<file path="src/rtl/synfifo_gen2_if.sv">
// rtl/synfifo_gen2_if.sv - handshake/status bundle for synfifo_gen2
// Ports (members):
//   master drives wr, wr_data, rd, flush, err_clr, cfg_almost_full and cfg_almost_empty.
//   master receives rd_data, rd_data_vld, the full/empty/almost flags, fifo_num,
//   overflow, underflow and peak_num.
//   slave (the FIFO) uses the opposite directions.
interface synfifo_gen2_if #(
    parameter int data_width  = 8,
    parameter int depth_width = 3
);
    logic                   wr;
    logic [data_width-1:0]  wr_data;
    logic                   rd;
    logic                   flush;
    logic                   err_clr;
    logic [depth_width-1:0] cfg_almost_full;
    logic [depth_width-1:0] cfg_almost_empty;
    logic [data_width-1:0]  rd_data;
    logic                   rd_data_vld;
    logic                   full;
    logic                   empty;
    logic                   almost_full;
    logic                   almost_empty;
    logic [depth_width-1:0] fifo_num;
    logic                   overflow;
    logic                   underflow;
    logic [depth_width-1:0] peak_num;

    modport master (
        output wr, wr_data, rd, flush, err_clr, cfg_almost_full, cfg_almost_empty,
        input  rd_data, rd_data_vld, full, empty, almost_full, almost_empty,
               fifo_num, overflow, underflow, peak_num
    );

    modport slave (
        input  wr, wr_data, rd, flush, err_clr, cfg_almost_full, cfg_almost_empty,
        output rd_data, rd_data_vld, full, empty, almost_full, almost_empty,
               fifo_num, overflow, underflow, peak_num
    );
endinterface

</file>
<file path="src/rtl/synfifo_gen2.sv">
// rtl/synfifo_gen2.sv - synchronous FIFO with any depth, std/FWFT read, flush, sticky errors, peak tracking
// Ports:
//   clk  rising-edge clock
//   rst  asynchronous active-high reset
//   bus  synfifo_gen2_if.slave: push/pop/flush/err_clr requests, thresholds,
//        read data with qualifier, occupancy flags, sticky errors, peak occupancy
module synfifo_gen2 #(
    parameter int data_width  = 8,
    parameter int data_depth  = 6,
    parameter int depth_width = 3,
    parameter bit fwft_mode   = 1'b0
) (
    input  logic          clk,
    input  logic          rst,
    synfifo_gen2_if.slave bus
);
    localparam logic [depth_width-1:0] last_idx  = depth_width'(data_depth - 1);
    localparam logic [depth_width-1:0] depth_val = depth_width'(data_depth);

    logic [data_width-1:0]  mem_q [data_depth];
    logic [depth_width-1:0] wr_ptr_q, wr_ptr_d;
    logic [depth_width-1:0] rd_ptr_q, rd_ptr_d;
    logic [depth_width-1:0] num_q, num_d;
    logic [depth_width-1:0] peak_q, peak_d;
    logic [data_width-1:0]  rd_data_q, rd_data_d;
    logic                   rd_vld_q, rd_vld_d;
    logic                   ovf_q, ovf_d;
    logic                   udf_q, udf_d;

    logic full_w, empty_w, pop_ok, push_ok, ovf_evt, udf_evt;

    assign full_w  = (num_q == depth_val);
    assign empty_w = (num_q == '0);

    // Flush masks every request so it can neither move data nor raise an error.
    assign pop_ok  = ~bus.flush & bus.rd & ~empty_w;
    assign push_ok = ~bus.flush & bus.wr & (~full_w | pop_ok);
    assign ovf_evt = ~bus.flush & bus.wr & full_w & ~pop_ok;
    assign udf_evt = ~bus.flush & bus.rd & empty_w;

    always_comb begin
        wr_ptr_d  = wr_ptr_q;
        rd_ptr_d  = rd_ptr_q;
        num_d     = num_q;
        rd_data_d = rd_data_q;
        rd_vld_d  = 1'b0;
        if (bus.flush) begin
            wr_ptr_d = '0;
            rd_ptr_d = '0;
            num_d    = '0;
        end else begin
            if (push_ok) begin
                wr_ptr_d = (wr_ptr_q == last_idx) ? '0 : wr_ptr_q + 1'b1;
            end
            if (pop_ok) begin
                rd_ptr_d  = (rd_ptr_q == last_idx) ? '0 : rd_ptr_q + 1'b1;
                rd_data_d = mem_q[rd_ptr_q];
                rd_vld_d  = 1'b1;
            end
            case ({push_ok, pop_ok})
                2'b10:   num_d = num_q + 1'b1;
                2'b01:   num_d = num_q - 1'b1;
                default: num_d = num_q;
            endcase
        end
        // A new event wins over a coincident clear.
        ovf_d = (ovf_q & ~bus.err_clr) | ovf_evt;
        udf_d = (udf_q & ~bus.err_clr) | udf_evt;
        if (bus.err_clr) begin
            peak_d = num_d;
        end else begin
            peak_d = (num_d > peak_q) ? num_d : peak_q;
        end
    end

    // Storage is cleared on reset so the FWFT read port also shows 0 out of reset.
    always_ff @(posedge clk or posedge rst) begin
        if (rst) begin
            for (int i = 0; i < data_depth; i++) begin
                mem_q[i] <= '0;
            end
        end else if (push_ok) begin
            mem_q[wr_ptr_q] <= bus.wr_data;
        end
    end

    always_ff @(posedge clk or posedge rst) begin
        if (rst) begin
            wr_ptr_q  <= '0;
            rd_ptr_q  <= '0;
            num_q     <= '0;
            peak_q    <= '0;
            rd_data_q <= '0;
            rd_vld_q  <= 1'b0;
            ovf_q     <= 1'b0;
            udf_q     <= 1'b0;
        end else begin
            wr_ptr_q  <= wr_ptr_d;
            rd_ptr_q  <= rd_ptr_d;
            num_q     <= num_d;
            peak_q    <= peak_d;
            rd_data_q <= rd_data_d;
            rd_vld_q  <= rd_vld_d;
            ovf_q     <= ovf_d;
            udf_q     <= udf_d;
        end
    end

    assign bus.rd_data      = fwft_mode ? mem_q[rd_ptr_q] : rd_data_q;
    assign bus.rd_data_vld  = fwft_mode ? ~empty_w : rd_vld_q;
    assign bus.full         = full_w;
    assign bus.empty        = empty_w;
    assign bus.almost_full  = (num_q >= bus.cfg_almost_full);
    assign bus.almost_empty = (num_q <= bus.cfg_almost_empty);
    assign bus.fifo_num     = num_q;
    assign bus.overflow     = ovf_q;
    assign bus.underflow    = udf_q;
    assign bus.peak_num     = peak_q;
endmodule

</file>
<file path="src/flat_wrapper.sv">
// flat-port wrapper written by rule: the top's interface ports become plain ports
module synfifo_gen2_flat 
#(
    parameter int data_width  = 8,
    parameter int data_depth  = 6,
    parameter int depth_width = 3,
    parameter bit fwft_mode   = 1'b0
)
  (clk, rst, bus_wr, bus_wr_data, bus_rd, bus_flush, bus_err_clr, bus_cfg_almost_full, bus_cfg_almost_empty, bus_rd_data, bus_rd_data_vld, bus_full, bus_empty, bus_almost_full, bus_almost_empty, bus_fifo_num, bus_overflow, bus_underflow, bus_peak_num);
  synfifo_gen2_if #(.data_width(data_width), .depth_width(depth_width)) bus_i ();
  input  logic clk;
  input  logic rst;
  input wire logic [$bits(bus_i.wr)-1:0] bus_wr;
  input wire logic [$bits(bus_i.wr_data)-1:0] bus_wr_data;
  input wire logic [$bits(bus_i.rd)-1:0] bus_rd;
  input wire logic [$bits(bus_i.flush)-1:0] bus_flush;
  input wire logic [$bits(bus_i.err_clr)-1:0] bus_err_clr;
  input wire logic [$bits(bus_i.cfg_almost_full)-1:0] bus_cfg_almost_full;
  input wire logic [$bits(bus_i.cfg_almost_empty)-1:0] bus_cfg_almost_empty;
  output wire logic [$bits(bus_i.rd_data)-1:0] bus_rd_data;
  output wire logic [$bits(bus_i.rd_data_vld)-1:0] bus_rd_data_vld;
  output wire logic [$bits(bus_i.full)-1:0] bus_full;
  output wire logic [$bits(bus_i.empty)-1:0] bus_empty;
  output wire logic [$bits(bus_i.almost_full)-1:0] bus_almost_full;
  output wire logic [$bits(bus_i.almost_empty)-1:0] bus_almost_empty;
  output wire logic [$bits(bus_i.fifo_num)-1:0] bus_fifo_num;
  output wire logic [$bits(bus_i.overflow)-1:0] bus_overflow;
  output wire logic [$bits(bus_i.underflow)-1:0] bus_underflow;
  output wire logic [$bits(bus_i.peak_num)-1:0] bus_peak_num;
  assign bus_i.wr = bus_wr;
  assign bus_i.wr_data = bus_wr_data;
  assign bus_i.rd = bus_rd;
  assign bus_i.flush = bus_flush;
  assign bus_i.err_clr = bus_err_clr;
  assign bus_i.cfg_almost_full = bus_cfg_almost_full;
  assign bus_i.cfg_almost_empty = bus_cfg_almost_empty;
  assign bus_rd_data = bus_i.rd_data;
  assign bus_rd_data_vld = bus_i.rd_data_vld;
  assign bus_full = bus_i.full;
  assign bus_empty = bus_i.empty;
  assign bus_almost_full = bus_i.almost_full;
  assign bus_almost_empty = bus_i.almost_empty;
  assign bus_fifo_num = bus_i.fifo_num;
  assign bus_overflow = bus_i.overflow;
  assign bus_underflow = bus_i.underflow;
  assign bus_peak_num = bus_i.peak_num;
  synfifo_gen2 #(.data_width(data_width), .data_depth(data_depth), .depth_width(depth_width), .fwft_mode(fwft_mode)) u_core (.clk(clk), .rst(rst), .bus(bus_i));
endmodule
</file>
<file path="config.mk">
export PLATFORM = sky130hd
export DESIGN_NAME = synfifo_gen2_flat
export DESIGN_NICKNAME = d
export VERILOG_FILES = /design/src/rtl/synfifo_gen2_if.sv /design/src/rtl/synfifo_gen2.sv /design/src/flat_wrapper.sv
export SDC_FILE = /design/constraint.sdc
export NUM_CORES = 1
export LEC_CHECK = 0
export BUFFER_PORTS_ARGS = -buffer_cell sky130_fd_sc_hd__buf_2
export CORE_AREA = 5 5 80 101
export DETAILED_ROUTE_END_ITERATION = 8
export DIE_AREA = 0 0 85 106
export PLACE_DENSITY = 0.77
export REMOVE_ABC_BUFFERS = 1
export SYNTH_ARGS = -nofsm -noshare
export SYNTH_HDL_FRONTEND = slang
export SYNTH_SLANG_ARGS = --single-unit
</file>
<file path="constraint.sdc">
create_clock -name clk -period 3.8 [get_ports clk]
set_input_delay 0.57 -clock clk [delete_from_list [all_inputs] [get_ports clk]]
set_output_delay 0.57 -clock clk [all_outputs]
set_load 0.02 [all_outputs]
</file>
==> flow_summary_export.csv <==
group,metric,value,unit
grt,grt_start_max_net_pins,35,
placed_design,numPortBuffers,40,
power,total_switching_power,0.6240,mW
die,io_pins,41,
flow_run,max_cap_check_violation_count,0,
logic_synthesis,syn-cell-area,0.003388,mm^2
critical_path,start_kind,"register",
clocking,cts.sinks,71,
sta,slew_viol_final,0,
routing,wl_per_cell,16.91,um
logic_synthesis,postSynthAreaPerCell,13.50,um^2
clocking,cts-root-to-sink-buffers,2,
sta,tightestPinTransition,960.4,ps
placed_design,place.detailed.instances,379,
critical_path,arrival,3840,ps
routing,drt-pass1-iter-count,4,
power,clk_network_pwr_share,0.250,
clocking,post_cts.resized_instances,0,
grt,number_of_antenna_violations_at_the_first_check_in_global_routing,0,
clocking,cts.clk_slew.worst_paths,70,ps
power,comb_power_share,0.261,
clocking,worstSkewPairLatency,340,ps
routing,detailroute.via_count,2115,
die,fp.coreArea,0.007094,mm^2
sta,finalWorstPathRequiredPeriod,3623,ps
die,row_count,35,
routing,first_iter_violations,99,
layout,seqCellArea,0.001777,mm^2
layout,layout-drive-gt1-share,0.4419,
sta,setup_total_negative_slack,0,ps
logic_synthesis,netlist_instances,251,
routing,antenna_left,0,
critical_path,timing.critical_path.from,"u_core.bus.fifo_num[0]$_DFF_PP0_",
critical_path,timing.critical_path.fanout_max,6,
critical_path,worst-endpoint-required,4020,ps
status,status,"complete, no violations",
logic_synthesis,ys_dominant_reg_cell,"sky130_fd_sc_hd__dfrtp_1",
power,internal-power,1.467,mW
logic_synthesis,synth_edf_count,0,
routing,drt-vias-per-instance,5.382,
die,initial_utilization,0.4776,
power,sequentialPowerShare,0.490,
die,die-height,106,um
die,total_die_area,0.009010,mm^2
power,power_density,541.7,mW/mm^2
layout,final_net_count,329,
clocking,h-tree-depth,3,
sta,rsz0062_at_grt,"no",
sta,finalHoldViolations,0,
logic_synthesis,synth-warning-count,0,
layout,layout.cells.most_common_list,"sky130_fd_sc_hd__dfrtp_1, sky130_fd_sc_hd__mux2_2, sky130_fd_sc_hd__buf_2",
logic_synthesis,synth_async_sr_flop_share,1.000,
sta,final_skew,13.28,ps
clocking,postCtsSetupRepairBufs,0,
sta,timing.max_slew.rel_slack,0.3574,
clocking,numCtsBuffers,9,
grt,grt.overflow.total,0,
critical_path,ff2ff_path_depth,12,
layout,layout.cells.most_common,"sky130_fd_sc_hd__dfrtp_1",
placed_design,global_placer_s_final_weighted_congestion,0.7650,
grt,grt_total_usage,0.1579,
clocking,cts-root-buf,"sky130_fd_sc_hd__clkbuf_8",
layout,num-fill-cells,611,
sta,timing.final.crit_share,0.9534,
clocking,cts_tree,"yes",
logic_synthesis,synth-seq-cells,71,
logic_synthesis,synth-seq-area-share,0.5244,
logic_synthesis,ys_types,39,
hold_path,hold_class,"input port to asynchronous set/reset pin",
layout,flow.area_growth_from_synthesis,13.92,%
power,p_leak,1.888,nW
placed_design,hpwl,4.680,mm
layout,antenna-diode-count,0,
layout,multiInputGateArea,0.001510,mm^2
critical_path,critical_path_class,"register to register",
critical_path,max_stage_delay,460,ps
critical_path,critical_path.cell_chain,"or3_1 > inv_1 > nor2_1 > ha_1 > fa_1 > xnor2_1 > or3_1 > a21oi_1 > ha_1 > and4b_1 > a21oi_1 > mux2_2",
layout,final_cells,393,
routing,remaining_design_rule_violation_count,0,
grt,first_global_vias,2236,
die,die-width,85,um
power,power.switching_fraction,0.2984,
critical_path,critical_path.endpoint_type,"register",
routing,finalWirelength,6.645,mm
critical_path,r2r_slack,180,ps
critical_path,r2r-start,"u_core.bus.fifo_num[0]$_DFF_PP0_",
clocking,cts_hold_buffers,0,
sta,fmax,276.0,MHz
grt,grt_first_pass_wirelength,11.15,mm
power,irDropWorstVdd,0.3531,mV
sta,timing.final.setup_violations,0,
critical_path,crit_path_top_delay_cell,"sky130_fd_sc_hd__dfrtp_1",
## final cells by class
cell class | instances | area share
clock buffer | 13 | 0.04117
clock inverter | 1 | 0.001297
inverter | 15 | 0.01459
multi-input combinational | 156 | 0.3912
sequential | 71 | 0.4603
tap | 92 | 0.02982
timing repair buffer | 45 | 0.06159
## critical path, delay by kind of cell (launching register included)
kind / cells / cell delay (ps)
xor+xnor: 1 / 150
simple gates: 4 / 990
mux: 1 / 380
fa+ha+maj: 3 / 910
buf+inv: 1 / 110
compound gates: 2 / 510
flops: 1 / 460
## Yosys cell counts, types with 2 or more instances
| cell type | count | area (um^2) |
|---|---|---|
| sky130_fd_sc_hd__dfrtp_1 | 71 | 1777 |
| sky130_fd_sc_hd__mux2_2 | 60 | 675.7 |
| sky130_fd_sc_hd__nor2_1 | 17 | 63.81 |
| sky130_fd_sc_hd__inv_1 | 15 | 56.30 |
| sky130_fd_sc_hd__a21oi_1 | 10 | 50.05 |
| sky130_fd_sc_hd__ha_1 | 10 | 125.1 |
| sky130_fd_sc_hd__a22oi_1 | 8 | 60.06 |
| sky130_fd_sc_hd__mux4_2 | 8 | 180.2 |
| sky130_fd_sc_hd__o21ai_0 | 4 | 20.02 |
| sky130_fd_sc_hd__and3_1 | 3 | 18.77 |
| sky130_fd_sc_hd__buf_2 | 3 | 15.01 |
| sky130_fd_sc_hd__clkbuf_1 | 3 | 11.26 |
| sky130_fd_sc_hd__nand2_1 | 3 | 11.26 |
| sky130_fd_sc_hd__nand2b_1 | 3 | 18.77 |
| sky130_fd_sc_hd__a21o_1 | 2 | 15.01 |
| sky130_fd_sc_hd__and4b_1 | 2 | 20.02 |
| sky130_fd_sc_hd__buf_4 | 2 | 15.01 |
| sky130_fd_sc_hd__nand3_1 | 2 | 10.01 |
| sky130_fd_sc_hd__nand3b_2 | 2 | 22.52 |
| sky130_fd_sc_hd__nor2b_1 | 2 | 12.51 |
| sky130_fd_sc_hd__or3_1 | 2 | 12.51 |
| sky130_fd_sc_hd__xor2_1 | 2 | 17.52 |
## through the flow
stage            util  setup slack [ps]  power, mW  hold slack [ps]  instance area (um^2)
2_1_floorplan       -             209.3      1.413            431.0                  3343
3_3_place_gp   0.5210             221.3      1.563            443.8                  3696
3_5_place_dp   0.5210             123.0      1.592            447.2                  3696
4_1_cts        0.5441             178.9      2.113            363.4                  3860
5_1_grt        0.5441             20.54      2.210            402.2                  3860
6_report       0.5441             177.0      2.091            336.1                  3860
## power by group through the flow
stage	logic, mW	registers [mW]	clock network [mW]
global placement	0.532	1.03	0
CTS	0.555	1.03	0.532
floorplan	0.328	1.08	0
global route	0.596	1.04	0.570
detailed placement	0.553	1.04	0
finish	0.545	1.02	0.522
## layer usage
layer	track usage	vias up	routed length, um
li1	-	998	-
met1	0.2096	1063	2958
met2	0.2533	48	3278
met3	0.03953	6	339
met4	0.05090	0	68
met5	0	-	0
## kinds of logic after synthesis
kind of cell	Yosys count	synth area share
and+or+nand+nor	42	0.08087
xor gates and xnor gates	3	0.007756
adders and majority gates	11	0.04284
DFF	71	0.5244
muxes	69	0.2555
buffers and inverters	24	0.02991
AOI/OAI and AO/OA	31	0.05872
## path summary, 6_finish.rpt
kind / endpoint
setup reg to reg: u_core.bus.peak_num[2]$_DFFE_PP0P_
hold reg to reg: u_core.rd_ptr_q[1]$_DFFE_PP0P_
min in group clk: u_core.rd_ptr_q[1]$_DFFE_PP0P_
setup / recovery: u_core.bus.peak_num[2]$_DFFE_PP0P_
hold / removal: u_core.wr_ptr_q[0]$_DFFE_PP0P_
max in group asynchronous: u_core.mem_q[30]$_DFFE_PP0P_
## registers in the layout, indices dropped and copies added, names as in the netlist
signal and cells:
u_core.bus.peak_num 3, u_core.bus.rd_data 8, u_core.bus.fifo_num 3, u_core.bus.rd_data_vld 1, u_core.rd_ptr_q 3, u_core.bus.overflow 1
u_core.mem_q 48, u_core.bus.underflow 1, u_core.wr_ptr_q 3
Power figures use the tool's default switching activity.
